$ cat config.mk
export PLATFORM = sky130hd
export DESIGN_NAME = pbit_update_scheduler
export DESIGN_NICKNAME = d
export VERILOG_FILES = /design/src/rtl/pbit_update_scheduler.sv
export SDC_FILE = /design/constraint.sdc
export NUM_CORES = 1
export LEC_CHECK = 0
export CAP_MARGIN = 20
export CORE_UTILIZATION = 40
export DETAILED_ROUTE_END_ITERATION = 8
export SYNTH_ARGS = -nofsm -noshare
export SYNTH_HDL_FRONTEND = slang
export SYNTH_SLANG_ARGS = --single-unit
$ cat constraint.sdc
create_clock -name clk -period 4.8 [get_ports clk]
set_clock_uncertainty 0.1 [all_clocks]
set_input_delay 0.72 -clock clk [delete_from_list [all_inputs] [get_ports clk]]
set_output_delay 0.72 -clock clk [all_outputs]
set_load 0.02 [all_outputs]
$ cat src/rtl/pbit_update_scheduler.sv
// Sequential update-order scheduler for a p-bit network: walks a run-time writable
// group mask table, fires one-cycle update enables per group, then settles.
module pbit_update_scheduler #(
   parameter int N_PBITS  = 3,
   parameter int N_GROUPS = 3,
   parameter int DWELL_W  = 8,
   parameter int SWEEP_W  = 16,
   parameter int GI_W     = (N_GROUPS > 1) ? $clog2(N_GROUPS) : 1,
   parameter int NG_W     = $clog2(N_GROUPS + 1)
) (
   input  logic               clk,
   input  logic               rst_n,
   input  logic               start,
   input  logic               stop,
   input  logic [DWELL_W-1:0] dwell_cycles,
   input  logic [SWEEP_W-1:0] num_sweeps,
   input  logic [NG_W-1:0]    n_groups_active,
   input  logic               mask_wr_en,
   input  logic [GI_W-1:0]    mask_wr_idx,
   input  logic [N_PBITS-1:0] mask_wr_data,
   output logic [N_PBITS-1:0] pbit_en,
   output logic [GI_W-1:0]    group_idx,
   output logic [SWEEP_W-1:0] sweep_cnt,
   output logic               busy,
   output logic               sweep_done,
   output logic               done
);

   typedef enum logic [1:0] {IDLE, FIRE, SETTLE} state_t;

   state_t                              state_reg;
   logic [GI_W-1:0]                     grp_reg;
   logic [GI_W-1:0]                     last_reg;
   logic [DWELL_W-1:0]                  dwell_reg;
   logic [DWELL_W-1:0]                  cnt_reg;
   logic [SWEEP_W-1:0]                  nsw_reg;
   logic [SWEEP_W-1:0]                  sweep_cnt_reg;
   logic [N_PBITS-1:0]                  pbit_en_reg;
   logic                                sweep_done_reg;
   logic                                done_reg;
   logic                                busy_reg;

   logic [N_GROUPS-1:0][N_PBITS-1:0]    mask_reg;
   logic [N_GROUPS-1:0][N_PBITS-1:0]    mask_dflt;

   logic [GI_W-1:0]                     start_last;
   logic [SWEEP_W-1:0]                  sweep_cnt_inc;
   logic [SWEEP_W-1:0]                  cnt_after;
   logic                                hit;
   logic                                slot_end;
   logic [GI_W-1:0]                     next_grp;
   logic                                next_is_last;

   // Default table: group g drives p-bit g alone; surplus groups are empty.
   genvar gi;
   generate
      for (gi = 0; gi < N_GROUPS; gi++) begin : g_dflt
         if (gi < N_PBITS) begin : g_onehot
            assign mask_dflt[gi] = N_PBITS'(1) << gi;
         end else begin : g_empty
            assign mask_dflt[gi] = '0;
         end
      end
   endgenerate

   always_ff @(posedge clk or negedge rst_n) begin
      if (!rst_n) begin
         mask_reg <= mask_dflt;
      end else if (mask_wr_en && ({1'b0, mask_wr_idx} < (GI_W + 1)'(N_GROUPS))) begin
         mask_reg[mask_wr_idx] <= mask_wr_data;
      end
   end

   always_comb begin
      start_last = GI_W'(N_GROUPS - 1);
      if ((n_groups_active != '0) && (int'(n_groups_active) <= N_GROUPS)) begin
         start_last = GI_W'(n_groups_active - 1'b1);
      end
   end

   // cnt_after is the completed-sweep count visible in the cycle being scheduled,
   // so done lands on the sweep whose completion reaches num_sweeps.
   always_comb begin
      sweep_cnt_inc = (&sweep_cnt_reg) ? sweep_cnt_reg : sweep_cnt_reg + 1'b1;
      cnt_after     = sweep_done_reg ? sweep_cnt_inc : sweep_cnt_reg;
      hit           = (nsw_reg != '0) && (({1'b0, cnt_after} + 1'b1) == {1'b0, nsw_reg});
      slot_end      = ((state_reg == FIRE) && (dwell_reg == '0)) ||
                      ((state_reg == SETTLE) && (cnt_reg == DWELL_W'(1)));
      next_grp      = (grp_reg == last_reg) ? '0 : grp_reg + 1'b1;
      next_is_last  = (next_grp == last_reg);
   end

   always_ff @(posedge clk or negedge rst_n) begin
      if (!rst_n) begin
         state_reg      <= IDLE;
         grp_reg        <= '0;
         last_reg       <= '0;
         dwell_reg      <= '0;
         cnt_reg        <= '0;
         nsw_reg        <= '0;
         sweep_cnt_reg  <= '0;
         pbit_en_reg    <= '0;
         sweep_done_reg <= 1'b0;
         done_reg       <= 1'b0;
         busy_reg       <= 1'b0;
      end else begin
         pbit_en_reg    <= '0;
         sweep_done_reg <= 1'b0;
         done_reg       <= 1'b0;
         case (state_reg)
            IDLE: begin
               if (start && !stop) begin
                  dwell_reg     <= dwell_cycles;
                  nsw_reg       <= num_sweeps;
                  last_reg      <= start_last;
                  grp_reg       <= '0;
                  sweep_cnt_reg <= '0;
                  busy_reg      <= 1'b1;
                  state_reg     <= FIRE;
                  pbit_en_reg   <= mask_reg[0];
                  if ((dwell_cycles == '0) && (start_last == '0)) begin
                     sweep_done_reg <= 1'b1;
                     done_reg       <= (num_sweeps == SWEEP_W'(1));
                  end
               end
            end
            FIRE, SETTLE: begin
               if (stop) begin
                  state_reg <= IDLE;
                  busy_reg  <= 1'b0;
               end else begin
                  if (sweep_done_reg) begin
                     sweep_cnt_reg <= sweep_cnt_inc;
                  end
                  if (slot_end) begin
                     if (done_reg) begin
                        state_reg <= IDLE;
                        busy_reg  <= 1'b0;
                     end else begin
                        grp_reg     <= next_grp;
                        state_reg   <= FIRE;
                        pbit_en_reg <= mask_reg[next_grp];
                        if (next_is_last && (dwell_reg == '0)) begin
                           sweep_done_reg <= 1'b1;
                           done_reg       <= hit;
                        end
                     end
                  end else if (state_reg == FIRE) begin
                     state_reg <= SETTLE;
                     cnt_reg   <= dwell_reg;
                     if ((dwell_reg == DWELL_W'(1)) && (grp_reg == last_reg)) begin
                        sweep_done_reg <= 1'b1;
                        done_reg       <= hit;
                     end
                  end else begin
                     cnt_reg <= cnt_reg - 1'b1;
                     // Entering the final settle cycle of the last group.
                     if ((cnt_reg == DWELL_W'(2)) && (grp_reg == last_reg)) begin
                        sweep_done_reg <= 1'b1;
                        done_reg       <= hit;
                     end
                  end
               end
            end
            default: begin
               state_reg <= IDLE;
               busy_reg  <= 1'b0;
            end
         endcase
      end
   end

   assign pbit_en    = pbit_en_reg;
   assign group_idx  = grp_reg;
   assign sweep_cnt  = sweep_cnt_reg;
   assign busy       = busy_reg;
   assign sweep_done = sweep_done_reg;
   assign done       = done_reg;

endmodule

==> results.yml <==
run_status:
  status: "finished, final reports clean"
routing:
  avgViaCountPerCell: 5.57
  wl_per_cell_um: 15.8
  first_pass_iters: 5
  drt-total-wl_um: 11700
  dr.first_iter.drc_count: 229
  vias: 4143
  drcViolationCount: 0
  antenna_left: 0
layout:
  fillerInstances: 1102
  drive_gt1_share_pct: 8.44
  areaGrowthSynthToFinish_pct: 21.7
  antennaDiodeCount: 0
  nets: 647
  fin_cells: 744
  final_util_pct: 50.7
synthesis:
  syn_nets: 595
  synth_top_family_by_area: "simple AND/OR/NAND/NOR gates"
  synth-main-ff-cell: "dfrtp_1"
  yosys_register_bits: 69
  synth_xor_area_share_pct: 6.48
  yosys-top-cells-area: "dfrtp_1, nand2_1, xnor2_1"
  synth_top_cell_area_share_pct: 36.0
  muxShareOfSynthArea_pct: 3.81
  synth-edff-count: 0
  syn_area_per_cell_sq_um: 8.40
  synth_cells: 547
  synth.distinct_cells: 61
  syn-cell-area_sq_mm: 0.00459
  yosys_warnings: 0
  synth-compound-area-share_pct: 16.7
  synth_fa_ha_area_share_pct: 3.27
  yosysSeqAreaShare_pct: 37.7
  synth_largest_area_cell: "dfrtp_1"
  synth_simple_gate_area_share_pct: 27.1
  async_flop_share_pct: 100
hold_path:
  min_path_type: "in2async"
clock_tree:
  clock_path_buffers: 2
  cts_buffers: 9
  cts_root_buf: "clkbuf_16"
  h-tree-depth: 3
  insertion_delay_ns: 0.34
  clkSinkCount: 69
  clk_pin_slew_ns: 0.06
  cts_hold_buf: 0
  cts_setup_buffers: 0
  tritoncts: "built"
critical_path:
  path_depth: 13
  cpMaxStageDelayCell: "or4_4"
  cpPeakStageDelay_ns: 0.64
  critPathKind: "reg2reg"
  crit_buf_inv: 0
  crit_family: "simple AND/OR/NAND/NOR gates"
  worst_ep_required_time_ns: 4.94
  critPathArrivalTime_ns: 4.55
  cp-start-kind: "register"
  path_cells: "ha_2 -> nand3_1 -> or4_4 -> nand2_1 -> mux2_2 -> ha_1 -> a311oi_1 -> a21oi_1 -> or4_1 -> a211oi_2 -> nand4_1 -> a211o_1 -> o31ai_1"
  worstSetupEndpointType: "register"
  cp_max_fo: 11
  reg2regPathDepth: 13
global_routing:
  grt_pass1_wl_um: 19300
  grt_max_degree: 36
  grt-ovfl-total: 0
  grt_pass1_vias: 3814
  antenna_found_initial: 0
  grt_usage_pct: 21.2
flow_run:
  max-cap-violations: 0
floorplanning:
  dieHeight_um: 109
  start_util_pct: 41.6
  io_pins: 60
  core.rowCount: 38
  fp.dieW_um: 109
  core_sq_mm: 0.0110
  dieArea_sq_mm: 0.0119
timing:
  fmax_mhz: 227
  relSlewSlack_pct: 45.3
  rsz0062_at_grt: "false"
  hold_violations: 0
  setup_violations: 0
  slew_violations: 0
  timing.hold.ws_ns: 0.367
  worst_pin_slew_ns: 0.811
  period_minus_slack_ns: 4.41
  tns_ns: 0
  fin_crit_sh_pct: 91.9
power_and_ir_drop:
  p_leak_uw: 0.00225
  total_power_uw: 2830
  power.density_mw_per_mm2: 506
  ir_drop_mv: 0.324
placement:
  hpwl_um: 8650
  place.gp.congestion: 0.860
  port_buffers: 59
  dp_cells: 728
## report_power, final
| group | switching (uW) | internal (uW) |
|---|---|---|
| combinational | 595 | 451 |
| sequential | 233 | 770 |
| clock | 270 | 510 |
## per-stage QoR
| stage | cell area, sq um | worst slack, ns |
|---|---|---|
| 6_report | 5590 | 0.390 |
| 5_1_grt | 5590 | 0.0667 |
| 4_1_cts | 5590 | 0.281 |
| 3_5_place_dp | 5240 | 0.295 |
| 3_3_place_gp | 5240 | 0.462 |
| 2_1_floorplan | 4590 | 0.721 |
## path summary, 6_finish.rpt
kind	from	endpoint	slack (ns)
setup / recovery	sweep_cnt[1]	done	0.39
max in group asynchronous	rst_n	sweep_cnt[14]	3.26
hold / removal	rst_n	mask_reg[5]	0.37
hold reg to reg	mask_reg[5]	mask_reg[5]	0.41
setup reg to reg	sweep_cnt[1]	done	0.39
min in group clk	mask_reg[5]	mask_reg[5]	0.41
## logic make-up after synthesis
logic type	after synthesis
fa+ha+maj	12
compound gates	122
simple gates	252
mux	16
buf+inv	42
xor+xnor	34
flops	69
## per-layer routing
metal	global-route usage, %	part of all wire (%)
met1	30.4	51
met2	31.3	43
met3	4.60	4.9
met4	7.53	1.4
met5	0	0
## worst register-to-register path, cell delays in order, from the launching register on
cell and delay, ns:
dfrtp_1 0.49, ha_2 0.39, nand3_1 0.16, or4_4 0.64, nand2_1 0.20, mux2_2 0.38
ha_1 0.31, a311oi_1 0.24, a21oi_1 0.07, or4_1 0.52, a211oi_2 0.22, nand4_1 0.11
a211o_1 0.27, o31ai_1 0.23
## layout make-up
class | instances | area, sq um | area share [%]
clock buffers | 9 | 225 | 4.03
clock inverters | 7 | 121 | 2.17
inverters | 17 | 63.8 | 1.14
multi-input cells | 436 | 2640 | 47.1
flip-flops and latches | 69 | 1730 | 31.0
well taps | 140 | 175 | 3.13
repair buffers | 66 | 638 | 11.4
## cell usage in the layout (no fill, tap or decap), types with 3 or more instances in the layout
master and instances:
a211o_1 4, a211oi_1 3, a21oi_1 28, a22o_1 4
a22oi_1 3, and2_1 3, buf_4 7, bufinv_16 3
clkbuf_16 9, clkdlybuf4s50_1 58, dfrtp_1 66, dfstp_2 3
ha_1 11, inv_1 17, mux2_2 12, mux2i_1 4
nand2_1 121, nand2b_1 5, nand3_1 18, nand3b_1 7
nand4_1 11, nand4b_1 3, nor2_1 34, nor2b_1 3
nor3_1 14, nor3b_1 3, nor4_1 12, o21ai_0 41
o22ai_1 10, o31ai_1 9, o32ai_1 3, or3_1 3
xnor2_1 25, xor2_1 9
## cells in the mapped netlist, types with 4 or more instances
library cell,number
nand3_1,18
nand3b_1,7
xor2_1,9
dfrtp_1,66
o21ai_0,41
mux2_2,12
o22ai_1,10
nor4_1,12
mux2i_1,4
clkbuf_1,14
nor2_1,34
nand2_1,121
ha_1,12
nand4_1,11
inv_1,17
a22o_1,4
o31ai_1,9
nand2b_1,5
a211o_1,4
buf_6,4
nor3_1,14
a21oi_1,28
xnor2_1,25
## timing repair
action	CTS	global route
endpoints found under the setup margin	0	1
resized for setup	0	1
hold endpoints to repair	0	0
Power figures use the tool's default switching activity.
